--- src/rtl/instr_encoder.sv ---
// instr_encoder
//   Builds RV32I instruction words (add/sub/and/or/slt, addi-family, lw, sw,
//   beq) from assembled instruction fields. Each legal word is tagged with a
//   sequential word address so that it can be loaded into instruction memory.
//   There is one registered output stage, with valid/ready on both sides.
//
// Ports
//   clk, rst_n      clock and asynchronous active-low reset
//   clr             synchronous clear: counter to BASE_ADDR, pending output dropped
//   in_valid/ready  input handshake
//   in_kind         000 R, 001 lw, 010 addi-family, 011 sw, 100 beq
//   in_alu          000 add, 001 sub, 010 and, 011 or, 101 slt
//   in_rd/rs1/rs2   register indices
//   in_imm          signed immediate (byte offset for beq)
//   out_valid/ready output handshake
//   out_instr       encoded instruction word
//   out_addr        word address of out_instr
//   err             one-cycle pulse after an illegal item is accepted
module instr_encoder #(
  parameter int unsigned ADDR_W    = 8,
  parameter int unsigned BASE_ADDR = 0
) (
  input  logic              clk,
  input  logic              rst_n,
  input  logic              clr,
  input  logic              in_valid,
  output logic              in_ready,
  input  logic [2:0]        in_kind,
  input  logic [2:0]        in_alu,
  input  logic [4:0]        in_rd,
  input  logic [4:0]        in_rs1,
  input  logic [4:0]        in_rs2,
  input  logic [31:0]       in_imm,
  output logic              out_valid,
  input  logic              out_ready,
  output logic [31:0]       out_instr,
  output logic [ADDR_W-1:0] out_addr,
  output logic              err
);

  localparam logic [ADDR_W-1:0] BASE = ADDR_W'(BASE_ADDR);

  typedef enum logic [2:0] {
    KIND_R    = 3'b000,
    KIND_LW   = 3'b001,
    KIND_ADDI = 3'b010,
    KIND_SW   = 3'b011,
    KIND_BEQ  = 3'b100
  } kind_e;

  typedef enum logic [2:0] {
    ALU_ADD = 3'b000,
    ALU_SUB = 3'b001,
    ALU_AND = 3'b010,
    ALU_OR  = 3'b011,
    ALU_SLT = 3'b101
  } alu_e;

  logic              out_valid_q, out_valid_d;
  logic [31:0]       out_instr_q, out_instr_d;
  logic [ADDR_W-1:0] out_addr_q,  out_addr_d;
  logic [ADDR_W-1:0] cnt_q,       cnt_d;
  logic              err_q,       err_d;

  logic        accept;
  logic        legal;
  logic [31:0] enc;
  logic [2:0]  funct3;
  logic [6:0]  funct7;
  logic        alu_ok;
  logic        imm_i_ok;
  logic        imm_b_ok;

  assign in_ready  = !clr && (!out_valid_q || out_ready);
  assign accept    = in_valid && in_ready;
  assign out_valid = out_valid_q;
  assign out_instr = out_instr_q;
  assign out_addr  = out_addr_q;
  assign err       = err_q;

  // Range checks in sign-extension form: -2048..2047 means bits [31:11] are
  // all equal. -4096..4094 even means bits [31:12] are all equal and bit 0 is 0.
  always_comb begin
    imm_i_ok = (&in_imm[31:11]) || !(|in_imm[31:11]);
    imm_b_ok = ((&in_imm[31:12]) || !(|in_imm[31:12])) && !in_imm[0];
  end

  always_comb begin
    funct3 = 3'b000;
    funct7 = 7'b0000000;
    alu_ok = 1'b1;
    case (in_alu)
      ALU_ADD: funct3 = 3'b000;
      ALU_SUB: begin
        funct3 = 3'b000;
        funct7 = 7'b0100000;
      end
      ALU_AND: funct3 = 3'b111;
      ALU_OR:  funct3 = 3'b110;
      ALU_SLT: funct3 = 3'b010;
      default: alu_ok = 1'b0;
    endcase
  end

  always_comb begin
    legal = 1'b0;
    enc   = '0;
    case (in_kind)
      KIND_R: begin
        legal = alu_ok;
        enc   = {funct7, in_rs2, in_rs1, funct3, in_rd, 7'b0110011};
      end
      KIND_LW: begin
        legal = imm_i_ok;
        enc   = {in_imm[11:0], in_rs1, 3'b010, in_rd, 7'b0000011};
      end
      KIND_ADDI: begin
        legal = alu_ok && (in_alu != ALU_SUB) && imm_i_ok;
        enc   = {in_imm[11:0], in_rs1, funct3, in_rd, 7'b0010011};
      end
      KIND_SW: begin
        legal = imm_i_ok;
        enc   = {in_imm[11:5], in_rs2, in_rs1, 3'b010, in_imm[4:0], 7'b0100011};
      end
      KIND_BEQ: begin
        legal = imm_b_ok;
        enc   = {in_imm[12], in_imm[10:5], in_rs2, in_rs1, 3'b000,
                 in_imm[4:1], in_imm[11], 7'b1100011};
      end
      default: legal = 1'b0;
    endcase
  end

  // A retire and a new load may coincide; the load wins so there is no bubble.
  // Illegal items still complete the handshake but leave the held word alone.
  always_comb begin
    out_valid_d = out_valid_q;
    out_instr_d = out_instr_q;
    out_addr_d  = out_addr_q;
    cnt_d       = cnt_q;
    err_d       = 1'b0;
    if (clr) begin
      cnt_d       = BASE;
      out_valid_d = 1'b0;
    end else begin
      if (out_valid_q && out_ready) begin
        out_valid_d = 1'b0;
      end
      if (accept) begin
        if (legal) begin
          out_valid_d = 1'b1;
          out_instr_d = enc;
          out_addr_d  = cnt_q;
          cnt_d       = cnt_q + 1'b1;
        end else begin
          err_d = 1'b1;
        end
      end
    end
  end

  always_ff @(posedge clk or negedge rst_n) begin
    if (!rst_n) begin
      out_valid_q <= 1'b0;
      out_instr_q <= '0;
      out_addr_q  <= BASE;
      cnt_q       <= BASE;
      err_q       <= 1'b0;
    end else begin
      out_valid_q <= out_valid_d;
      out_instr_q <= out_instr_d;
      out_addr_q  <= out_addr_d;
      cnt_q       <= cnt_d;
      err_q       <= err_d;
    end
  end

endmodule
--- config.mk ---
export PLATFORM = sky130hd
export DESIGN_NAME = instr_encoder
export DESIGN_NICKNAME = d
export VERILOG_FILES = /design/src/rtl/instr_encoder.sv
export SDC_FILE = /design/constraint.sdc
export NUM_CORES = 1
export LEC_CHECK = 0
export BUFFER_PORTS_ARGS = -buffer_cell sky130_fd_sc_hd__buf_2
export CORE_UTILIZATION = 30
export DETAILED_ROUTE_END_ITERATION = 12
export PLACE_DENSITY = 0.66
export SLEW_MARGIN = 20
export SYNTH_ARGS = -nofsm -noshare
export SYNTH_HDL_FRONTEND = slang
export SYNTH_SLANG_ARGS = --single-unit
--- constraint.sdc ---
create_clock -name clk -period 1.9 [get_ports clk]
set_input_delay 0.19 -clock clk [delete_from_list [all_inputs] [get_ports clk]]
set_output_delay 0.19 -clock clk [all_outputs]
set_load 0.05 [all_outputs]
==> flow_metrics.tcl, run 1 <==
set metrics [dict create \
    status "finished, violations left" \
    failed_checks "negative setup slack" \
    nets 398 \
    arrival_ps 2110 \
    final_util 0.452 \
    ys_warn_count 0 \
    die_y_um 91.4 \
    cts.sinks 47 \
    cp_slowest_cell "or4b_4" \
    slew_headroom 0.536 \
    setup_slack_ps -14.5 \
    antenna_found_initial 0 \
    firstDrtPassIters 4 \
    crit_family "simple AND/OR/NAND/NOR gates" \
    yosys.area_share.simple 0.158 \
    hold_class "input pin to flop" \
    period_needed_ps 1910 \
    vdd_ir_drop_max_mv 0.303 \
    io_pins 101 \
    finalClockSkew_ps 5.79 \
    critical_path_buf_inv_count 1 \
    drc 0 \
    syn_area_per_cell_um2 11.1 \
    drive_above_1_share 0.532 \
    max_stage_delay_ps 550 \
    track_usage 0.151 \
    root_buffer "clkbuf_8" \
    synth.area.top_cells "dfrtp_1, mux2_2, a22o_1" \
    cp.required_ps 2090 \
    portBuffers 98 \
    setup_viol 9 \
    drt_iter0_markers 91 \
    cts-buffers-inserted 5 \
    synth_top_flop_cell "dfrtp_1" \
    path_max_fanout 5 \
    cts_tree "yes" \
    synth-compound-area-share 0.143 \
    vias_per_cell 4.91 \
    muxShareOfSynthArea 0.154 \
    fmax_mhz 522 \
    critical_path_class "input pin to flop" \
    synth_xor_area_frac 0.00365 \
    synth-edff-count 0 \
    fp.dieArea_mm2 0.00836 \
    ys_top_cells_by_count "dfrtp_1, mux2_2, nand2_1" \
    timing.hold.ws_ps 116 \
    rsz0062_at_grt "true" \
    routedLengthMet1_um 2860 \
    async_reset_ff_frac 1.00 \
    clk_pin_slew_ps 90 \
    crit_path_start_kind "input pin" \
    insertion_delay_ps 300 \
    dr_wl_met3_um 270 \
    synthAdderAreaFrac 0.00521 \
    grt_pass1_wl_um 9960 \
    grt_pass1_vias 2043 \
    period_share 1.01 \
    ys_ff_latch 47 \
    gr-total-overflow 0 \
    synthCells 217 \
    cp_cell_sequence "buf_2, or4b_4, nand2_2, a21oi_2, o31a_1, nor4b_1, mux2_2" \
    endpoint_kind "flop" \
    timing_hold_violations_final 0 \
    routed_wl_um 6370 \
    die_x_um 91.4 \
    drv_slew 0 \
    top_layer "met4" \
    synth_top_area_share 0.490 \
    ys_seq_area_frac 0.490 \
    drv_cap 0 \
    yosys.area.top_type "dfrtp_1" \
    core_mm2 0.00773 \
    antenna_cells 0 \
    yosysMostFrequentCell "dfrtp_1" \
    initial_core_util 0.311 \
    syn_to_final_growth_pct 45.6 \
    hpwl_um 4860 \
    power.density_mw_per_mm2 780 \
    cts.path.max_buffers 2 \
    wl_per_cell_um 14.4 \
    place_congestion 0.858 \
    row_count 32 \
    drt.antenna.violating_nets 0 \
    routed-via-count 2171 \
    synth_top_family_by_area "simple AND/OR/NAND/NOR gates" \
    worstMarginPinSlew_ps 689 \
    leakage_nw 1.74 \
    grt_max_degree 22 \
    route.met2.wl_um 3150 \
    syn_area_mm2 0.00240 \
    synth_cell_type_count 39 \
    h-tree-depth 2 \
]
[layout make-up]
class                   count  area (µm²)
clock inverters             2        60.1
well taps                 102         128
flip-flops and latches     47        1180
multi-input cells         153        1250
inverters                   4        15.0
repair buffers            128         795
fillers                   714        4230
clock buffers               6        72.6
[layout by cell type, fill, tap and decap left out, drive strengths merged]
| cell type | netlist | routed |
|---|---|---|
| o41ai | 2 | 2 |
| nand3 | 4 | 4 |
| o22ai | 3 | 3 |
| xnor2 | 1 | 1 |
| buf | 9 | 125 |
| a21oi | 9 | 9 |
| dlygate4sd3 | 0 | 1 |
| and3 | 2 | 2 |
| or2 | 3 | 3 |
| nor2 | 11 | 11 |
| nand4 | 7 | 7 |
| ha | 1 | 1 |
| a22o | 9 | 9 |
| conb | 1 | 2 |
| nor4 | 5 | 5 |
| or3 | 5 | 5 |
| mux2 | 31 | 31 |
| bufinv | 0 | 2 |
| o31ai | 5 | 5 |
| o21a | 5 | 5 |
| inv | 4 | 4 |
| nand2 | 12 | 12 |
| a31oi | 2 | 2 |
| dfrtp | 47 | 47 |
| nor3 | 3 | 3 |
| clkbuf | 5 | 8 |
| o311ai | 1 | 1 |
| o21ai | 7 | 7 |
| a31o | 5 | 5 |
| or4b | 2 | 2 |
| nor2b | 3 | 3 |
| nor4b | 2 | 2 |
| or4 | 2 | 2 |
| mux2i | 2 | 2 |
| nand2b | 4 | 4 |
| o31a | 1 | 1 |
| and2 | 2 | 2 |
[worst paths after layout]
check                        startpoint             to  slack [ps]  depth (start not counted)
max                           in_imm[0]       cnt_q[5]         -10                          7
min                           in_rs1[4]  out_instr[19]         120                          2
max reg2reg                   out_valid  out_instr[21]         -10                          8
min reg2reg                out_instr[4]   out_instr[4]         510                          1
max in group asynchronous         rst_n      out_valid        1000                          3
min in group asynchronous         rst_n  out_instr[24]         310                          2
[through the flow]
step	power (mW)	std cells	worst slack, ps	cell area [µm²]	TNS (ps)
final	2.73	442	-14.5	3490	-60.2
after global placement	1.87	426	-290	3230	-7720
after global routing	2.84	442	-73.8	3490	-1030
after detailed placement	1.88	426	-291	3230	-8670
after CTS	2.74	435	-4.76	3370	-9.40
after floorplan	1.65	218	-179	2540	-4840
[cells by family (layout without fill, tap and decap cells)]
group	count (synthesis)	in the layout
AND/OR/NAND/NOR	67	67
AO/OA/AOI/OAI	49	49
flip-flops	47	47
multiplexers	33	33
buffers and inverters	18	140
adder cells (fa/ha/maj)	1	1
other	1	2
XOR/XNOR	1	1
[report_power, final]
part	switching (mW)	internal [mW]	leakage (nW)	total, mW
registers	0.0434	1.08	0.640	1.12
logic	0.492	0.261	1.04	0.752
clock network	0.328	0.526	0.0654	0.854
[registers in the layout, summed over array words and instances, names as in the netlist]
| name | count |
|---|---|
| out_addr | 8 |
| cnt_q | 8 |
| err | 1 |
| out_valid | 1 |
| out_instr | 29 |
[repair_timing]
action / 4_1_cts / 5_1_grt
setup endpoints to repair: 3 / 7
gates resized for setup: 1 / 6
cloned: 0 / 2
hold buffers: 1 / 0
pin swaps: 0 / 2
setup buffers: 0 / 5
hold endpoints to repair: 13 / 0
[layer usage]
layer,global-route usage,vias to the layer above
met5,0,-
met3,0.0310,9
met1,0.202,1040
met2,0.246,69
met4,0.0437,0
li1,-,1053
Note: power is estimated with default switching activity, not from simulation.
==> run 2: changes to the inputs <==
CORE_MARGIN = 3   (was unset)
==> flow_metrics.tcl, run 2 (synthesis results as in run 1) <==
set metrics [dict create \
    core_mm2 0.00749 \
    arrival_ps 2050 \
    tns_ps 0 \
    initial_core_util 0.321 \
    seq_area_mm2 0.00118 \
    leakage_nw 1.69 \
    dr_wl_met3_um 330 \
    timing_hold_violations_final 0 \
    grt_max_degree 45 \
    critical_path_buf_inv_count 2 \
    clk_pin_slew_ps 90 \
    antenna_cells 0 \
    cts.sinks 47 \
    fmax_mhz 538 \
    routed_wl_um 6380 \
    max_stage_delay_ps 540 \
    setup_slack_ps 42.4 \
    vias_per_cell 4.89 \
    rsz0062_at_grt "true" \
    crit_family "simple AND/OR/NAND/NOR gates" \
    cp.required_ps 2090 \
    place_congestion 0.757 \
    antenna_found_initial 0 \
    root_buffer "clkbuf_8" \
    io_pins 101 \
    grt_pass1_vias 2099 \
    drt.antenna.violating_nets 0 \
    slew_headroom 0.579 \
    top_layer "met4" \
    track_usage 0.141 \
    path_depth 8 \
    syn_to_final_growth_pct 41.2 \
    final_common_cell "buf_2" \
    grt_pass1_wl_um 10100 \
    period_needed_ps 1860 \
    nets 392 \
    path_max_fanout 18 \
    setup_viol 0 \
    insertion_delay_ps 300 \
    critical_path_class "input pin to flop" \
    hpwl_um 5090 \
    cp_cell_sequence "buf_6, or4b_4, nand2_2, a21oi_2, o31a_1, nor2_4, buf_12, mux2_2" \
    firstDrtPassIters 4 \
    wl_per_cell_um 14.7 \
    drt_iter0_markers 56 \
    routedLengthMet1_um 2820 \
    final_cell_mix "buf_2, dfrtp_1, mux2_4" \
    worstMarginPinSlew_ps 625 \
    fp.dieArea_mm2 0.00911 \
    drc 0 \
    r2r_cells 6 \
    min_path_cells 2 \
    drive_above_1_share 0.530 \
    power.density_mw_per_mm2 773 \
    route.met2.wl_um 3130 \
    gr-total-overflow 0 \
    cp_slowest_cell "or4b_4" \
    routed-via-count 2118 \
    crit_path_start_kind "input pin" \
    h-tree-depth 2 \
    die_y_um 95.4 \
    row_count 31 \
    largest_reg_flops 29 \
    vdd_ir_drop_max_mv 0.301 \
    hold_class "input pin to flop" \
    rrSetupSlack_ps 100 \
    timing.rr.end "cnt_q[5]" \
    status "complete, no violations" \
    drv_cap 0 \
    period_share 0.978 \
    nFillCells 709 \
    hold_end "out_instr[15]" \
    hp-start "in_rs1[0]" \
    portBuffers 98 \
    multi_input_area_mm2 0.00124 \
    finalClockSkew_ps 9.43 \
    die_x_um 95.4 \
    timing.rr.start "out_valid" \
    dpl_worst_slack_ps -298 \
    drv_slew 0 \
    cts_tree "yes" \
    endpoint_kind "flop" \
    postCtsSetupBuffers 0 \
    cts-buffers-inserted 5 \
    cts.path.max_buffers 2 \
]
[run 2: cell count changes in the layout (fill, tap and decap cells not counted), moves of 2 or more]
cell and change:
buf_4 -3, mux2_2 +3, mux2_4 -3, clkbuf_16 -2
[run 2: layout make-up]
class / count / area share
Multi-Input combinational cell: 153 / 0.366
Inverter: 4 / 0.00443
Clock buffer: 5 / 0.0203
Clock inverter: 3 / 0.0137
Tap cell: 99 / 0.0366
Sequential cell: 47 / 0.347
Timing Repair Buffer: 122 / 0.212
[run 2: timing repair]
item | in CTS | in global routing
endpoints found under the hold margin | 47 | 0
setup endpoints to repair | 1 | 12
hold buffers | 1 | 0
gates resized for setup | 1 | 4
[run 2: worst register-to-register path, cell delays in order (launching register included)]
cell,delay [ps]
dfrtp_2,400
nand2b_1,90
and3_1,210
nand4_1,110
buf_4,220
nor4b_2,300
mux2_2,360
[run 2: worst max-delay path by stage]
stage          startpoint           end  slack [ps]
6_report        in_imm[0]  out_instr[4]          40
5_1_grt         out_valid      cnt_q[5]         -30
4_1_cts         in_imm[0]      cnt_q[3]           5
3_5_place_dp    in_imm[0]  out_instr[7]        -300
3_3_place_gp    in_imm[0]      cnt_q[5]        -270
2_1_floorplan  in_kind[1]   out_addr[0]        -180
[run 2: routing by layer]
layer  vias to the layer above  track usage
met5                         -            0
met4                         0       0.0427
met3                         9       0.0237
met2                        56        0.234
met1                      1009        0.188
li1                       1044            -
[run 2: through the flow]
step,hold slack (ps),instances,util,total power [mW],instance area [µm²]
finish,118,433,0.453,2.62,3390
floorplan,-106,218,-,1.65,2540
CTS,110,433,0.451,2.64,3370
global placement,4.89,424,0.433,1.87,3240
detailed placement,7.78,424,0.433,1.88,3240
global route,104,433,0.453,2.75,3390
[run 2: report_power, final]
| part | leakage [nW] | switching [mW] | internal, mW |
|---|---|---|---|
| sequential | 0.640 | 0.0443 | 1.08 |
| clock | 0.0548 | 0.357 | 0.397 |
| combinational | 0.997 | 0.489 | 0.254 |
